<file path="config.mk">
export PLATFORM = sky130hd
export DESIGN_NAME = up_convert
export DESIGN_NICKNAME = d
export VERILOG_FILES = /design/src/rtl/up_convert.sv
export SDC_FILE = /design/constraint.sdc
export NUM_CORES = 2
export LEC_CHECK = 0
export BUFFER_PORTS_ARGS = -buffer_cell sky130_fd_sc_hd__buf_2
export CORE_MARGIN = 4
export CORE_UTILIZATION = 52
export DETAILED_ROUTE_END_ITERATION = 10
export GPL_ROUTABILITY_DRIVEN = 0
export GPL_TIMING_DRIVEN = 0
export PLACE_DENSITY = 0.78
export SYNTH_ARGS = -nofsm -noshare
export SYNTH_HDL_FRONTEND = slang
export SYNTH_SLANG_ARGS = --single-unit
</file>
<file path="constraint.sdc">
create_clock -name clk -period 15.1 [get_ports clk]
set_input_delay 3.02 -clock clk [delete_from_list [all_inputs] [get_ports clk]]
set_output_delay 3.02 -clock clk [all_outputs]
set_load 0.02 [all_outputs]
</file>
<file path="src/rtl/up_convert.sv">
// up_convert: transmit up-conversion. Baseband I/Q samples are accepted once
// every R fast clocks, interpolated by R with a 2-stage CIC (linear
// interpolation), then mixed with a complex LO at the fast clock rate.
// Optional build macro: UPCONV_UNDERRUN_CNT_EN adds a saturating 16-bit
// count of missed input slots (underrun_cnt).
module up_convert #(
  parameter int IN_W  = 11,
  parameter int R     = 30,
  parameter int INT_W = 18,
  parameter int CIC_W = 16,
  parameter int OUT_W = 28
) (
  input  logic                    clk,
  input  logic                    reset,
  input  logic signed [IN_W-1:0]  sig_baseband_real,
  input  logic signed [IN_W-1:0]  sig_baseband_imag,
  input  logic                    in_valid,
  output logic                    in_ready,
  input  logic signed [IN_W-1:0]  mod_Lo_real,
  input  logic signed [IN_W-1:0]  mod_Lo_imag,
  output logic signed [OUT_W-1:0] sig_mod_real,
  output logic signed [OUT_W-1:0] sig_mod_imag,
  output logic                    out_valid,
`ifdef UPCONV_UNDERRUN_CNT_EN
  output logic [15:0]             underrun_cnt,
`endif
  output logic                    underrun
);

  localparam int              PH_W    = $clog2(R);
  localparam logic [PH_W-1:0] PH_LAST = PH_W'(R - 1);

  logic [PH_W-1:0]         phase;
  logic                    started;
  logic [1:0]              valid_pipe;
  logic                    slot, accept, missed;

  logic signed [IN_W-1:0]  hold_r, hold_i;
  logic signed [IN_W-1:0]  h_sel_r, h_sel_i;
  logic signed [INT_W-1:0] h_d1_r, h_d1_i;
  logic signed [INT_W-1:0] c1_d1_r, c1_d1_i;
  logic signed [INT_W-1:0] c2_r, c2_i;
  logic signed [INT_W-1:0] c1_new_r, c1_new_i;
  logic signed [INT_W-1:0] c2_new_r, c2_new_i;
  logic signed [INT_W-1:0] stuff_r, stuff_i;
  logic signed [INT_W-1:0] i1_r, i1_i, i2_r, i2_i;
  logic signed [CIC_W-1:0] y_r, y_i;
  logic signed [OUT_W-1:0] yr_x, yi_x, lr_x, li_x;

  // The input slot is the last phase of each period; phase is cleared in
  // reset, so in_ready is low while reset is held.
  assign slot     = (phase == PH_LAST);
  assign in_ready = slot;
  assign accept   = slot & in_valid;
  assign missed   = slot & ~in_valid;

  // Comb-stage inputs, zero-stuffing and mixer operand sign extension.
  always_comb begin
    // NOTE: every output of a combinational block gets a value on every path
    // (here unconditionally), otherwise synthesis infers a latch.
    h_sel_r  = accept ? sig_baseband_real : hold_r;
    h_sel_i  = accept ? sig_baseband_imag : hold_i;
    c1_new_r = INT_W'(h_sel_r) - h_d1_r;
    c1_new_i = INT_W'(h_sel_i) - h_d1_i;
    c2_new_r = c1_new_r - c1_d1_r;
    c2_new_i = c1_new_i - c1_d1_i;
    stuff_r  = (phase == '0) ? c2_r : '0;
    stuff_i  = (phase == '0) ? c2_i : '0;
    y_r      = CIC_W'(i2_r);
    y_i      = CIC_W'(i2_i);
    yr_x     = OUT_W'(y_r);
    yi_x     = OUT_W'(y_i);
    lr_x     = OUT_W'(mod_Lo_real);
    li_x     = OUT_W'(mod_Lo_imag);
  end

  // Free-running slot phase counter, 0..R-1.
  always_ff @(posedge clk or negedge reset) begin
    // NOTE: state is updated with non-blocking assignments so every register
    // samples pre-edge values, independent of statement order.
    if (!reset)    phase <= '0;
    else if (slot) phase <= '0;
    else           phase <= phase + 1'b1;
  end

  // Start tracking, sticky underrun, and the 3-edge output-valid delay.
  always_ff @(posedge clk or negedge reset) begin
    if (!reset) begin
      started    <= 1'b0;
      underrun   <= 1'b0;
      valid_pipe <= '0;
      out_valid  <= 1'b0;
    end else begin
      if (accept)             started  <= 1'b1;
      if (missed && started)  underrun <= 1'b1;
      valid_pipe <= {valid_pipe[0], started};
      out_valid  <= out_valid | valid_pipe[1];
    end
  end

`ifdef UPCONV_UNDERRUN_CNT_EN
  // Saturating count of slots missed after the stream has started.
  always_ff @(posedge clk or negedge reset) begin
    if (!reset)
      underrun_cnt <= '0;
    else if (missed && started && underrun_cnt != 16'hFFFF)
      underrun_cnt <= underrun_cnt + 16'd1;
  end
`endif

  // Hold register and comb section, advanced once per slot; a missed slot
  // re-enters the held sample so the output repeats instead of dropping.
  always_ff @(posedge clk or negedge reset) begin
    if (!reset) begin
      hold_r  <= '0;
      hold_i  <= '0;
      h_d1_r  <= '0;
      h_d1_i  <= '0;
      c1_d1_r <= '0;
      c1_d1_i <= '0;
      c2_r    <= '0;
      c2_i    <= '0;
    end else if (slot) begin
      hold_r  <= h_sel_r;
      hold_i  <= h_sel_i;
      h_d1_r  <= INT_W'(h_sel_r);
      h_d1_i  <= INT_W'(h_sel_i);
      c1_d1_r <= c1_new_r;
      c1_d1_i <= c1_new_i;
      c2_r    <= c2_new_r;
      c2_i    <= c2_new_i;
    end
  end

  // Two wrapping integrators at the fast rate.
  always_ff @(posedge clk or negedge reset) begin
    if (!reset) begin
      i1_r <= '0;
      i1_i <= '0;
      i2_r <= '0;
      i2_i <= '0;
    end else begin
      i1_r <= i1_r + stuff_r;
      i1_i <= i1_i + stuff_i;
      i2_r <= i2_r + i1_r;
      i2_i <= i2_i + i1_i;
    end
  end

  // Complex mixer, registered; LO is used directly at the product edge.
  always_ff @(posedge clk or negedge reset) begin
    if (!reset) begin
      sig_mod_real <= '0;
      sig_mod_imag <= '0;
    end else begin
      sig_mod_real <= yr_x * lr_x - yi_x * li_x;
      sig_mod_imag <= yr_x * li_x + yi_x * lr_x;
    end
  end

endmodule

</file>
==> impl_metrics.ini <==
[timing]
report.final.slew_viol_count = 0
hold_violations = 0
fin_crit_ps = 9870
tns_ps = 0
tightest_slew_ps = 1070
clock.fmax_mhz = 101
setup_viol = 0
skew_ps = 34.4
grt_setup_unrepaired = false
max_slew_margin_pct = 28.4
min_period_over_period_pct = 65.3

[grt]
grt_pass1_vias = 29633
grt_max_degree = 105
grtUsageTotal_pct = 26.3
antenna_found_initial = 5
grt-ovfl-total = 0
grt_pass1_wl_um = 159000

[detailed_routing]
drc = 0
routed_via_density = 5.52
drt_pass1_iterations = 7
totalWireLength_um = 98500
antenna_left = 0
drt_iter0_markers = 2563
routedWlPerCell_um = 19.4
vias = 28049

[cts]
clock_latency_ps = 620
cts.htree.levels = 1
root_buffer = clkbuf_16
cts_buffers = 26
cts_max_path_buffers = 3
cts_resized = 0
clk_pin_slew_ps = 60
post_cts_buffers = 0
cts_hold_buf = 0
clock_sinks = 202
cts_tree = done

[worst_hold_path]
min-delay-start = valid_pipe[0]
holdPathEnd = valid_pipe[1]
holdPathStages = 0
hold_path_class = flip-flop to flip-flop

[synth]
yosys_warnings = 0
ys_seq_area_share_pct = 13.4
syn_inst = 3978
synth_seq_cells = 202
syn-cell-area_um2 = 37700
synth_nets = 5089
syn_avg_cell_area_um2 = 9.47
synth-edff-count = 0
synthArstFlopShare_pct = 100
ys_types = 69
ys.flop_type = dfrtp_1

[worst_setup_path]
crit_fanout = 10
critPathKind = input port to flip-flop
r2r-end = sig_mod_real[25]
r2r_slack_ps = 7320
crit_top_cell = fa_1
crit_path_end_kind = flip-flop
cpMaxStageDelayCell = fa_1
r2r-start = i2_r[8]
crit_path_start_kind = input port
cp.required_ps = 15550
rr_worst_depth = 21
path_delay_family = adder cells
cp_num_buf_inv = 8
crit_chain = buf_2, clkinv_1, buf_1, fa_1, inv_1, fa_1, inv_1, fa_1, fa_1, inv_1, fa_1, fa_1, inv_1, fa_1, inv_1, ha_1, a2111o_1, a21oi_1, or4b_4, a21boi_2, or2_2, o311ai_1
worstPathArrival_ps = 10320
critPathMaxStageDelay_ps = 680

[floorplanning]
die_h_um = 277
core_um2 = 71600
die_w_um = 277
initial_core_util_pct = 52.6
ioPinCount = 106
die_area_um2 = 76800
rows = 98

[flow_run]
cap_violations = 0

[layout]
seqCellArea_um2 = 5050
fillers = 6227
final_common_cell = inv_1
multi_input_area_um2 = 28700
final_nets = 5223
layout_common_cells = inv_1 (906), fa_1 (758), nand2_1 (438), and2_1 (338), ha_1 (306)
area_growth_pct = 6.99
drive_above_1_share_pct = 5.14

[run_status]
status = finished clean

[placement]
portBuffers = 105
hpwlAfterDp_um = 79000
[kinds of logic after synthesis]
group                      Yosys count  share of synthesized area (%)
and+or+nand+nor                   1075                           14.1
adders and majority gates         1064                           50.4
AOI/OAI and AO/OA                  382                           6.56
xor gates and xnor gates           150                           3.49
muxes                               50                           1.48
DFF                                202                           13.4
buffers and inverters             1055                           10.5
[flip-flops by register name, indices dropped and copies added, names as in the netlist, 2 cells and up]
signal and cells:
c2_i 13, c2_r 13, h_d1_r 11, i2_r 16, c1_d1_i 12, sig_mod_real 28, i1_i 16, sig_mod_imag 28
c1_d1_r 12, i2_i 16, phase 5, i1_r 16, h_d1_i 11, valid_pipe 2
[synthesized netlist by cell type, types with 7 or more instances]
cell type | n | area, µm²
nor2b_1 | 50 | 313
a21o_1 | 52 | 390
or3_1 | 8 | 50.1
fa_1 | 758 | 15200
xnor2_1 | 100 | 876
and2_1 | 338 | 2110
dfrtp_1 | 202 | 5050
nor3_1 | 32 | 160
inv_1 | 906 | 3400
nand2_1 | 438 | 1640
a21oi_1 | 89 | 445
o211ai_1 | 13 | 97.6
nand3_1 | 22 | 110
a211oi_1 | 18 | 135
ha_1 | 306 | 3830
nor2_1 | 112 | 420
and3_1 | 7 | 43.8
xor2_1 | 50 | 438
o21a_1 | 28 | 210
nand2b_1 | 34 | 213
a31oi_1 | 11 | 68.8
clkbuf_1 | 143 | 537
o21ai_0 | 107 | 536
mux2_2 | 46 | 518
[layout make-up]
type / count / area share [%]
Antenna cell: 8 / 0.0496
Buffer: 148 / 1.38
Clock buffer: 33 / 1.73
Clock inverter: 10 / 0.394
Inverter: 907 / 8.44
Multi-Input combinational cell: 2721 / 71.1
Sequential cell: 202 / 12.5
Tap cell: 950 / 2.95
Timing Repair Buffer: 106 / 1.40
[layer usage]
| layer | vias up | track usage, % | wire [µm] |
|---|---|---|---|
| met3 | 408 | 8.11 | 11200 |
| met4 | 6 | 12.3 | 6440 |
| met5 | - | 0 | 69 |
| met2 | 1376 | 42.5 | 45400 |
| met1 | 14011 | 32.4 | 35300 |
| li1 | 12248 | - | - |
[how the worst max path moves through the flow]
stage	from	to	cells past startpoint
6_report	mod_Lo_real[10]	sig_mod_real[25]	22
2_1_floorplan	mod_Lo_real[10]	sig_mod_real[25]	21
3_5_place_dp	mod_Lo_real[10]	sig_mod_real[25]	22
4_1_cts	mod_Lo_real[10]	sig_mod_real[25]	22
5_1_grt	mod_Lo_real[0]	sig_mod_imag[26]	23
3_3_place_gp	mod_Lo_real[10]	sig_mod_real[25]	22
[metrics by stage]
stage | std cells | instance area (µm²) | util (%) | hold WS, ps | setup WS (ps)
after global placement | 5033 | 39400 | 55.0 | 333 | 4720
after detailed placement | 5034 | 39400 | 55.1 | 359 | 4680
after global routing | 5078 | 40300 | 56.3 | 376 | 4910
final | 5085 | 40300 | 56.3 | 369 | 5230
after floorplan | 3978 | 37700 | - | 331 | 6250
after CTS | 5077 | 40300 | 56.3 | 371 | 5300
[worst reg2reg max path: stages, from the launching register on]
cell and delay, ps:
dfrtp_1 700, clkbuf_1 840, nand2_1 200, fa_1 600, inv_1 50, fa_1 470
inv_1 50, fa_1 440, fa_1 550, inv_1 60, fa_1 450, fa_1 510
inv_1 50, fa_1 470, inv_1 40, ha_1 340, a2111o_1 380, a21oi_1 340
or4b_4 260, a21boi_2 80, or2_2 340, o311ai_1 400
Power is not shown: default switching activity piles up to over one toggle a cycle in this logic, so the estimate is an artifact.
